--- config.mk ---
export PLATFORM = sky130hd
export DESIGN_NAME = debounce_multi
export DESIGN_NICKNAME = d
export VERILOG_FILES = /design/src/rtl/debounce_pkg.sv /design/src/rtl/debounce_channel.sv /design/src/rtl/debounce_multi.sv
export SDC_FILE = /design/constraint.sdc
export NUM_CORES = 1
export LEC_CHECK = 0
export CELL_PAD_IN_SITES_DETAIL_PLACEMENT = 1
export CELL_PAD_IN_SITES_GLOBAL_PLACEMENT = 1
export CORE_MARGIN = 5
export CORE_UTILIZATION = 30
export CTS_CLUSTER_SIZE = 30
export DETAILED_ROUTE_END_ITERATION = 12
export PLACE_DENSITY = 0.58
export SLEW_MARGIN = 20
export SYNTH_ARGS = -nofsm -noshare
export SYNTH_HDL_FRONTEND = slang
export SYNTH_SLANG_ARGS = --single-unit
--- constraint.sdc ---
create_clock -name clk -period 2.1 [get_ports clk]
set_clock_uncertainty 0.1 [all_clocks]
set_input_delay 0.42 -clock clk [delete_from_list [all_inputs] [get_ports clk]]
set_output_delay 0.42 -clock clk [all_outputs]
set_load 0.1 [all_outputs]
--- src/rtl/debounce_pkg.sv ---
// Shared definitions for the multi-channel debouncer: channel state encoding,
// counter sizing helper and parameter defaults.
package debounce_pkg;

   typedef enum logic {
      IDLE  = 1'b0,
      COUNT = 1'b1
   } ch_state_e;

   localparam int DEF_CHANNELS      = 4;
   localparam int DEF_SYNC_STAGES   = 2;
   localparam int DEF_STABLE_CYCLES = 16;
   localparam int DEF_SAMPLE_DIV    = 1;

   function automatic int cnt_width(input int stable_cycles);
      return $clog2(stable_cycles + 1);
   endfunction

endpackage

--- src/rtl/debounce_channel.sv ---
// One debounced bit: synchroniser, stability counter FSM and edge pulses.
// The FSM only advances on sample ticks; the synchroniser runs every clock.
//
// state | meaning
// IDLE  | synchronised input matches z, counter cleared
// COUNT | input differs from z, cnt = consecutive differing ticks so far
module debounce_channel
   import debounce_pkg::*;
#(
   parameter int SYNC_STAGES   = DEF_SYNC_STAGES,
   parameter int STABLE_CYCLES = DEF_STABLE_CYCLES
) (
   input  logic clk,
   input  logic rst,
   input  logic tick_i,
   input  logic x_i,
   output logic z_o,
   output logic rise_o,
   output logic fall_o,
   output logic pulse_d_o
);

   localparam int CW = cnt_width(STABLE_CYCLES);

   logic [SYNC_STAGES-1:0] sync_q;
   logic                   s;
   ch_state_e              state_q, state_d;
   logic [CW-1:0]          cnt_q, cnt_d;
   logic                   commit;
   logic                   z_q, z_d;
   logic                   rise_q, rise_d;
   logic                   fall_q, fall_d;

   assign s = sync_q[SYNC_STAGES-1];

   always_ff @(posedge clk) begin
      if (rst) begin
         sync_q  <= '0;
         state_q <= IDLE;
         cnt_q   <= '0;
         z_q     <= 1'b0;
         rise_q  <= 1'b0;
         fall_q  <= 1'b0;
      end else begin
         sync_q  <= {sync_q[SYNC_STAGES-2:0], x_i};
         state_q <= state_d;
         cnt_q   <= cnt_d;
         z_q     <= z_d;
         rise_q  <= rise_d;
         fall_q  <= fall_d;
      end
   end

   always_comb begin
      state_d = state_q;
      cnt_d   = cnt_q;
      commit  = 1'b0;
      if (tick_i) begin
         case (state_q)
            IDLE: begin
               cnt_d = '0;
               if (s != z_q) begin
                  if (STABLE_CYCLES == 1) begin
                     commit = 1'b1;
                  end else begin
                     state_d = COUNT;
                     cnt_d   = CW'(1);
                  end
               end
            end
            COUNT: begin
               if (s == z_q) begin
                  // Glitch: input came back before it was stable long enough.
                  state_d = IDLE;
                  cnt_d   = '0;
               end else if (cnt_q == CW'(STABLE_CYCLES - 1)) begin
                  commit  = 1'b1;
                  state_d = IDLE;
                  cnt_d   = '0;
               end else begin
                  cnt_d = cnt_q + 1'b1;
               end
            end
         endcase
      end
   end

   // Pulses are registered with z so they coincide with its first new cycle.
   always_comb begin
      z_d    = commit ? s : z_q;
      rise_d = commit & s;
      fall_d = commit & ~s;
   end

   assign z_o       = z_q;
   assign rise_o    = rise_q;
   assign fall_o    = fall_q;
   assign pulse_d_o = rise_d | fall_d;

endmodule

--- src/rtl/debounce_multi.sv ---
// Multi-channel debouncer: shared sample-rate prescaler, one debounce_channel
// per input bit, and a registered "any edge" flag aligned with the pulses.
module debounce_multi
   import debounce_pkg::*;
#(
   parameter int CHANNELS      = DEF_CHANNELS,
   parameter int SYNC_STAGES   = DEF_SYNC_STAGES,
   parameter int STABLE_CYCLES = DEF_STABLE_CYCLES,
   parameter int SAMPLE_DIV    = DEF_SAMPLE_DIV
) (
   input  logic                clk,
   input  logic                rst,
   input  logic [CHANNELS-1:0] x,
   output logic [CHANNELS-1:0] z,
   output logic [CHANNELS-1:0] rise,
   output logic [CHANNELS-1:0] fall,
   output logic                changed
);

   if (SYNC_STAGES < 2) begin : g_bad_sync
      $error("debounce_multi: SYNC_STAGES must be >= 2");
   end
   if (STABLE_CYCLES < 1) begin : g_bad_stable
      $error("debounce_multi: STABLE_CYCLES must be >= 1");
   end
   if (SAMPLE_DIV < 1) begin : g_bad_div
      $error("debounce_multi: SAMPLE_DIV must be >= 1");
   end

   localparam int DW = (SAMPLE_DIV > 1) ? $clog2(SAMPLE_DIV) : 1;

   logic [DW-1:0]       div_q, div_d;
   logic                tick;
   logic [CHANNELS-1:0] pulse_d;
   logic                changed_q;

   assign tick  = (div_q == DW'(SAMPLE_DIV - 1));
   assign div_d = tick ? '0 : div_q + 1'b1;

   always_ff @(posedge clk) begin
      if (rst) begin
         div_q     <= '0;
         changed_q <= 1'b0;
      end else begin
         div_q     <= div_d;
         changed_q <= |pulse_d;
      end
   end

   for (genvar i = 0; i < CHANNELS; i++) begin : g_ch
      debounce_channel #(
         .SYNC_STAGES  (SYNC_STAGES),
         .STABLE_CYCLES(STABLE_CYCLES)
      ) u_ch (
         .clk      (clk),
         .rst      (rst),
         .tick_i   (tick),
         .x_i      (x[i]),
         .z_o      (z[i]),
         .rise_o   (rise[i]),
         .fall_o   (fall[i]),
         .pulse_d_o(pulse_d[i])
      );
   end

   assign changed = changed_q;

endmodule
Yosys cells after proc, flatten, opt, wreduce, memory -nomap -nowiden
Cells that the tools add are included.

Register bits: 46. Output and inout port bits: 13. Logic and storage cells: 114.

$add $sub $neg: 5. Eq/ne operators: 12. Multiplexer cells: 48. Bitwise operators: 21. Reductions and logical operators: 2.

Operators with widths (count): two-way mux 5 bit (8); one-hot mux 5 bit (2 select lines) (4); two-way mux 1 bit (32); adder 5 x 1 -> 5 bit, second input constant (4); == test 5 x 4 -> 1 bit, second input constant (4); NOT 1 bit (9); bitwise AND 1 bit (8); one-hot mux 1 bit (2 select lines) (4); == test 1 bit (4); inequality test 1 bit (4); bitwise OR 1 bit (4); OR reduction 4 bit (1); OR reduction 2 bit (1); adder 1 bit, second input constant (1).

Depth between registers and ports, before layout
Gate-level depths: netlist of run 1.

Depth after elaboration: 8. Mapped depth: 5. Gate-level depth less buffers: 5.

Modules after synthesis
From an unflattened synthesis of run 1, not the netlist that was laid out.

Cell total of the unflattened synthesis: 206. Area, all modules: 2159.6 µm².

Modules (own cells, without submodules): debounce_channel (times used 4, cells each 50, area an instance 525.5 µm²); debounce_multi (times used 1, cells each 6, area an instance 57.6 µm²).

Least setup slack after synthesis of run 1
Ideal clock, no wire load.

Kind: register to register. From: register g_ch[2].u_ch.cnt_q[0]. To: register g_ch[2].u_ch.cnt_q[1]. Library setup time: 0.070 ns. Data arrival time: 1.364 ns. Required time: 1.930 ns. Slack: 0.565 ns. Stages on the path, launching flop included: 5. Buffers on the path: 0. Period minus slack after synthesis: 1.535 ns. Cells stage by stage: dfxtp_1 ha_1 and4b_1 or4b_1 a21oi_1.

Word-level cells in the longest chain between the ends: 4.

Ends and longest elaborated chain: start: declaration (RTL line debounce_channel.sv:28) `logic [CW-1:0] cnt_q, cnt_d;`; start signal: assignment (RTL line debounce_channel.sv:47) `cnt_q <= cnt_d;`; adder 5 x 1 -> 5 bit / == test 5 x 4 -> 1 bit (equally long branches) (RTL line debounce_channel.sv:81, debounce_channel.sv:76); two-way mux 5 bit (*) (RTL line debounce_channel.sv:76) `end else if (cnt_q == CW'(STABLE_CYCLES - 1)) begin`; two-way mux 5 bit (*) (RTL line debounce_channel.sv:72) `if (s == z_q) begin`; one-hot mux 5 bit (2 select lines) (*) (RTL line debounce_channel.sv:59) `case (state_q)`.

Every way passes the cells marked *; elsewhere a longest branch is shown, timed or not. A chain may end at the register's enable or synchronous reset.

Final worst setup path of run 1
From: register g_ch[1].u_ch.cnt_q[0]. To: register changed_q (netlist: changed).

Word-level cells in the longest chain between the ends: 8.

Ends and longest elaborated chain: start: declaration (RTL line debounce_channel.sv:28); start signal: assignment (RTL line debounce_channel.sv:47); == test 5 x 4 -> 1 bit (*) (RTL line debounce_channel.sv:76); two-way mux 1 bit (*) (RTL line debounce_channel.sv:76); two-way mux 1 bit (*) (RTL line debounce_channel.sv:72); two-way mux 1 bit (*) (RTL line debounce_channel.sv:59); two-way mux 1 bit (*) (RTL line debounce_channel.sv:58) `if (tick_i) begin`; bitwise AND 1 bit, on equally long branches (RTL line debounce_channel.sv:91, debounce_channel.sv:92); bitwise OR 1 bit (*) (RTL line debounce_channel.sv:98) `assign pulse_d_o = rise_d | fall_d;`; OR reduction 4 bit (*) (RTL line debounce_multi.sv:46) `changed_q <= |pulse_d;`; end signal: assignment (RTL line debounce_multi.sv:46); end: declaration (RTL line debounce_multi.sv:35) `logic changed_q;`.

Marks and branches as above.

==> results.py, run 1 <==
metrics = {
    "run_status": {
        "outcome": "completed",
    },
    "critical_path": {
        "crit_type": "reg -> reg",
        "worstPathArrival_ns": 1.82,
        "cpLargestDelayFamily": "simple AND/OR/NAND/NOR gates",
        "crit_buf_inv": 0,
        "critical_path.startpoint": "g_ch[1].u_ch.cnt_q[0]",
        "critPathLaunchType": "flip-flop",
        "r2r_start": "g_ch[1].u_ch.cnt_q[0]",
        "crit_path_cell_trace": "ha_1, and4b_1, nand3b_1, or2b_1, a31oi_1",
        "cp-end-kind": "flip-flop",
        "path_max_fanout": 5,
        "worstPathRequired_ns": 2.23,
        "cp_slowest_cell": "dfxtp_1",
        "slowest_delay_ns": 0.39,
    },
    "global_route": {
        "grt_overflow": 0,
        "grt_pass1_vias": 1488,
        "grt_pass1_wl_mm": 7.02,
        "grt_max_degree": 33,
        "antenna_found_initial": 0,
        "track_usage_pct": 10.3,
    },
    "cts": {
        "clock-sinks": 46,
        "htree_levels": 2,
        "cts_hold_buf": 0,
        "cts_buffer_depth": 2,
        "cts-resized-gates": 0,
        "clk_latency_ns": 0.30,
        "cts_tree": "built",
        "clk_pin_slew_worst_paths_ns": 0.09,
        "cts_made_buffers": 5,
        "cts_setup_buffers": 0,
        "clock-root-buffer": "clkbuf_8",
    },
    "synth": {
        "syn_nets": 222,
        "synth.cell_area_um2": 1970,
        "synth_area_per_cell_um2": 9.29,
        "synth_top_cell_by_area": "dfxtp_1",
        "synth_seq_cells": 46,
        "yosys_warnings": 0,
        "synth_seq_area_share_pct": 46.8,
        "synth_cells": 212,
        "synthDistinctLibCells": 40,
        "synth_top_area_share_pct": 46.8,
        "synthTopCellsByArea": "dfxtp_1 47%, buf_4 4.6%, nor2b_1 3.5%",
    },
    "power_and_ir_drop": {
        "swShare_pct": 21.8,
        "leakage_nw": 0.859,
        "internal_power_mw": 1.27,
        "peakVddDrop_mv": 0.349,
        "clockPowerShare_pct": 40.4,
        "p_sw_mw": 0.353,
        "power_density_nw_per_um2": 718,
        "pwr-share-seq_pct": 55.2,
        "combPwrFrac_pct": 4.4,
    },
    "cells_and_area": {
        "drive_gt1_share_pct": 12.7,
        "final_area_um2": 2260,
        "layout_common_cells": "46 x dfxtp_1, 18 x nor2_1, 16 x buf_4",
        "multi_input_area_um2": 897,
        "n_fill_cell": 736,
        "insertedDiodeCount": 0,
        "register_area_um2": 921,
        "nets": 230,
        "synthToLayoutAreaGrowth_pct": 14.5,
        "layout_commonest_cell": "dfxtp_1",
    },
    "place": {
        "place_ws_ns": 0.337,
        "port_buffers": 18,
        "hpwl_mm": 2.87,
        "placed_cell_area_um2": 2150,
        "gp_congestion": 0.717,
    },
    "sta": {
        "maxSlewViolCount": 0,
        "setup_violations": 0,
        "max_freq_mhz": 589,
        "fin_crit_sh_pct": 80.8,
        "final.setup.worst_slack_ns": 0.403,
        "rsz0062_at_grt": "no",
        "hold_viol": 0,
        "fin_crit_ns": 1.70,
        "tns_ns": 0,
    },
    "route": {
        "dr.pass1.iters": 5,
        "routedWlPerCell_um": 13.6,
        "remaining_drc_errors": 0,
        "drt_first_iter_violations": 36,
        "drt-total-wl_mm": 4.05,
        "vias_per_cell": 5.00,
        "num_vias": 1491,
        "antenna_left": 0,
    },
    "die": {
        "ioPinCount": 19,
        "fp.dieW_um": 91.0,
        "core_area_um2": 6390,
        "start_util_pct": 30.8,
        "rows": 29,
        "dieArea_um2": 8280,
        "die_h_um": 91.0,
    },
    "hold_path": {
        "hold_path.class": "reg -> reg",
        "min-delay-start": "g_ch[1].u_ch.sync_q[0]",
    },
    "run": {
        "max-cap-violations": 0,
    },
}
==> state kept, by name, summed over array words and instances (netlist names) <==
name,flops
g_ch.u_ch.state_q,4
g_ch.u_ch.rise_o,4
changed,1
div_q,1
g_ch.u_ch.cnt_q,20
g_ch.u_ch.fall_o,4
g_ch.u_ch.sync_q,8
g_ch.u_ch.z_o,4
==> logic make-up after synthesis <==
family          share of synthesized area [%]
compound gates                           10.9
xor+xnor                                 3.56
fa+ha+maj                                2.54
buf+inv                                  7.69
flops                                    46.8
mux                                      2.10
other cells                             0.190
simple gates                             26.3
==> cells in the mapped netlist, drive strengths merged <==
master and n:
and4b 4, inv 6, dfxtp 46, and2 5
and3 2, nor3b 5, nor3 3, ha 4
nor2 18, nor4 1, a21oi 10, or4 2
nand4b 5, nor2b 11, xnor2 2, mux2 1
xor2 6, a2bb2oi 1, or2b 1, a22oi 5
or4b 1, a31o 1, a21o 1, nand3b 3
nand2 10, buf 13, clkbuf 9, a31oi 3
conb 1, or3 1, o21bai 2, a32o 3
nor4b 4, mux2i 3, a211oi 1, o21ai 6
nand3 12
==> through the flow <==
step	utilization, %	hold WS, ns	power, mW	cells
after detailed placement	33.6	0.328	0.986	290
after floorplan	-	0.314	0.958	212
final	35.3	0.346	1.62	298
after CTS	35.3	0.354	1.66	298
after global routing	35.3	0.367	1.69	298
after global placement	33.6	0.322	0.986	290
==> power by group through the flow <==
stage / sequential (mW) / clock [mW] / combinational (mW)
finish: 0.893 / 0.654 / 0.0716
CTS: 0.893 / 0.691 / 0.0729
detailed placement: 0.914 / 0 / 0.0726
floorplan: 0.910 / 0 / 0.0470
global placement: 0.914 / 0 / 0.0724
global route: 0.895 / 0.714 / 0.0802
==> worst register-to-register path, delay by kind of cell, from the launching register on <==
family	cells	cell delay, ns
simple gates	3	0.73
flops	1	0.39
fa+ha+maj	1	0.23
compound gates	1	0.18
==> worst paths after layout <==
check / endpoint / slack (ns) / cells past startpoint
hold / removal: g_ch[1].u_ch.sync_q[1] / 0.35 / 1
setup reg to reg: changed / 0.40 / 5
hold reg to reg: g_ch[1].u_ch.sync_q[1] / 0.35 / 1
setup / recovery: changed / 0.40 / 5
==> metal layers <==
| metal | GRT usage [%] | part of all wire, % | up-vias |
|---|---|---|---|
| li1 | - | - | 745 |
| met1 | 14.0 | 52 | 721 |
| met2 | 15.6 | 43 | 17 |
| met3 | 2.73 | 3.0 | 8 |
| met4 | 4.03 | 1.7 | 0 |
| met5 | 0 | 0 | - |
==> layout make-up <==
cell class                 instances  area share (%)
sequential                        46            40.8
multi-input combinational        138            39.8
timing repair buffer              23            9.32
tap                               77            4.27
clock buffer                       5            3.05
clock inverter                     3            1.77
inverter                           6           0.998
Note: power is estimated with default switching activity, not from simulation.
==> run 2: changes to the inputs <==
- clock period: 2.1 -> 1.7 ns (I/O delays scaled with it)
==> run 2 against run 1 <==
Sequential cell count is the same. Core utilization grew 4.0 points. Setup slack lost 0.28 ns. Maximum frequency grew 7.5%. Power grew 26%. Count of clock-buffer cells in the layout is the same. Largest power group unchanged.
==> results.py, run 2 (synthesis results as in run 1) <==
metrics = {
    "power_and_ir_drop": {
        "pwr-share-seq_pct": 53.9,
        "swShare_pct": 22.7,
        "power_density_nw_per_um2": 815,
        "combPwrFrac_pct": 4.8,
        "internal_power_mw": 1.58,
        "p_sw_mw": 0.465,
        "leakage_nw": 0.947,
        "peakVddDrop_mv": 0.460,
        "totalPowerFinal_mw": 2.05,
        "clockPowerShare_pct": 41.2,
    },
    "die": {
        "dieArea_um2": 8280,
        "core_area_um2": 6390,
        "rows": 29,
        "fp.dieW_um": 91.0,
        "die_h_um": 91.0,
        "ioPinCount": 19,
        "start_util_pct": 30.8,
    },
    "route": {
        "antenna_left": 0,
        "remaining_drc_errors": 0,
        "dr.pass1.iters": 4,
        "num_vias": 1499,
        "drt_first_iter_violations": 28,
        "drt-total-wl_mm": 4.27,
        "vias_per_cell": 4.85,
        "routedWlPerCell_um": 13.8,
    },
    "global_route": {
        "grt_max_degree": 24,
        "grt_overflow": 0,
        "antenna_found_initial": 0,
        "grt_pass1_vias": 1470,
        "track_usage_pct": 10.8,
        "grt_pass1_wl_mm": 7.28,
    },
    "cts": {
        "cts_tree": "built",
        "cts_made_buffers": 5,
        "clock-sinks": 46,
        "htree_levels": 2,
        "cts_hold_buf": 0,
        "clk_latency_ns": 0.31,
        "clock-root-buffer": "clkbuf_8",
        "cts_buffer_depth": 2,
        "clk_pin_slew_worst_paths_ns": 0.10,
    },
    "cells_and_area": {
        "insertedDiodeCount": 0,
        "final_area_um2": 2510,
        "stdcell_count": 309,
        "reg.largest.list": "g_ch.u_ch.cnt_q (20), g_ch.u_ch.sync_q (8)",
        "top_register": "g_ch.u_ch.cnt_q",
        "largest_reg_flops": 20,
        "layout_common_cells": "46 x dfxtp_1, 18 x nor2_1, 15 x buf_4",
        "nets": 241,
        "drive_gt1_share_pct": 19.0,
        "layout_commonest_cell": "dfxtp_1",
        "synthToLayoutAreaGrowth_pct": 27.4,
    },
    "run_status": {
        "outcome": "completed",
    },
    "sta": {
        "rsz0062_at_grt": "no",
        "maxSlewViolCount": 0,
        "fin_crit_sh_pct": 92.8,
        "hold_viol": 0,
        "max_freq_mhz": 634,
        "final.setup.worst_slack_ns": 0.122,
        "tns_ns": 0,
        "setup_violations": 0,
        "fin_crit_ns": 1.58,
    },
    "place": {
        "hpwl_mm": 3.08,
        "placed_cell_area_um2": 2370,
        "place_inst": 300,
        "place_ws_ns": 0.0509,
        "port_buffers": 18,
        "gp_congestion": 0.747,
    },
    "critical_path": {
        "reg2reg_depth": 4,
        "crit_path_cell_trace": "ha_2, and4b_2, or4b_1, a21oi_1",
        "worstPathArrival_ns": 1.72,
        "slowest_delay_ns": 0.50,
        "reg2reg_to": "g_ch[2].u_ch.cnt_q[1]",
        "crit_buf_inv": 0,
        "critPathLaunchType": "flip-flop",
        "worstPathRequired_ns": 1.85,
        "cp-end-kind": "flip-flop",
        "crit_type": "reg -> reg",
        "r2r_start": "g_ch[2].u_ch.cnt_q[1]",
        "path_max_fanout": 4,
        "ff2ff_setup_slack_ns": 0.12,
        "cpLargestDelayFamily": "simple AND/OR/NAND/NOR gates",
        "cp_slowest_cell": "or4b_1",
    },
    "hold_path": {
        "min_to": "g_ch[3].u_ch.sync_q[1]",
        "min_path_cells": 1,
        "min-delay-start": "g_ch[3].u_ch.sync_q[0]",
        "hold_path.class": "reg -> reg",
    },
    "run": {
        "max-cap-violations": 0,
    },
}
run 2: worst max-delay path by stage:
stage / to / cells past startpoint / slack, ns / start
2_1_floorplan: g_ch[2].u_ch.cnt_q[1] / 4 / 0.17 / g_ch[2].u_ch.cnt_q[0]
4_1_cts: g_ch[2].u_ch.z_o / 5 / 0.08 / g_ch[2].u_ch.cnt_q[1]
3_3_place_gp: g_ch[2].u_ch.fall_o / 6 / 0.06 / rst
6_report: g_ch[2].u_ch.cnt_q[1] / 4 / 0.12 / g_ch[2].u_ch.cnt_q[1]
5_1_grt: changed / 5 / 0.01 / g_ch[1].u_ch.cnt_q[1]
3_5_place_dp: g_ch[0].u_ch.cnt_q[0] / 5 / 0.05 / rst
run 2: timing repair:
action,4_1_cts,5_1_grt
setup endpoints to repair,0,5
resized for setup,0,5
buffers inserted,0,1
endpoints found under the hold margin,0,0
run 2: metrics by stage:
step / hold slack (ns) / util, %
after floorplan: 0.314 / -
after global placement: 0.322 / 37.1
after detailed placement: 0.326 / 37.1
after CTS: 0.350 / 38.9
after global routing: 0.374 / 39.3
final: 0.345 / 39.3
run 2: routing by layer:
layer / GRT usage [%] / up-vias / wire length (µm) / part of all wire, %
met3: 2.89 / 7 / 150 / 3.5
met4: 4.03 / 0 / 67 / 1.6
met2: 16.1 / 17 / 1880 / 44
met1: 14.8 / 705 / 2180 / 51
li1: - / 770 / - / -
met5: 0 / - / 0 / 0
run 2: power groups by stage:
stage,Sequential [mW],Clock (mW),Combinational (mW)
6_report,1.10,0.843,0.0992
5_1_grt,1.11,0.927,0.110
4_1_cts,1.10,0.879,0.101
3_5_place_dp,1.13,0,0.100
3_3_place_gp,1.13,0,0.0986
2_1_floorplan,1.12,0,0.0581
run 2: layout make-up:
type                       count  area [µm²]
clock buffer                   5        68.8
clock inverter                 3        43.8
fill                         741        3880
inverter                       6        22.5
multi-input combinational    138         915
sequential                    46         921
tap                           77        96.3
timing repair buffer          34         443
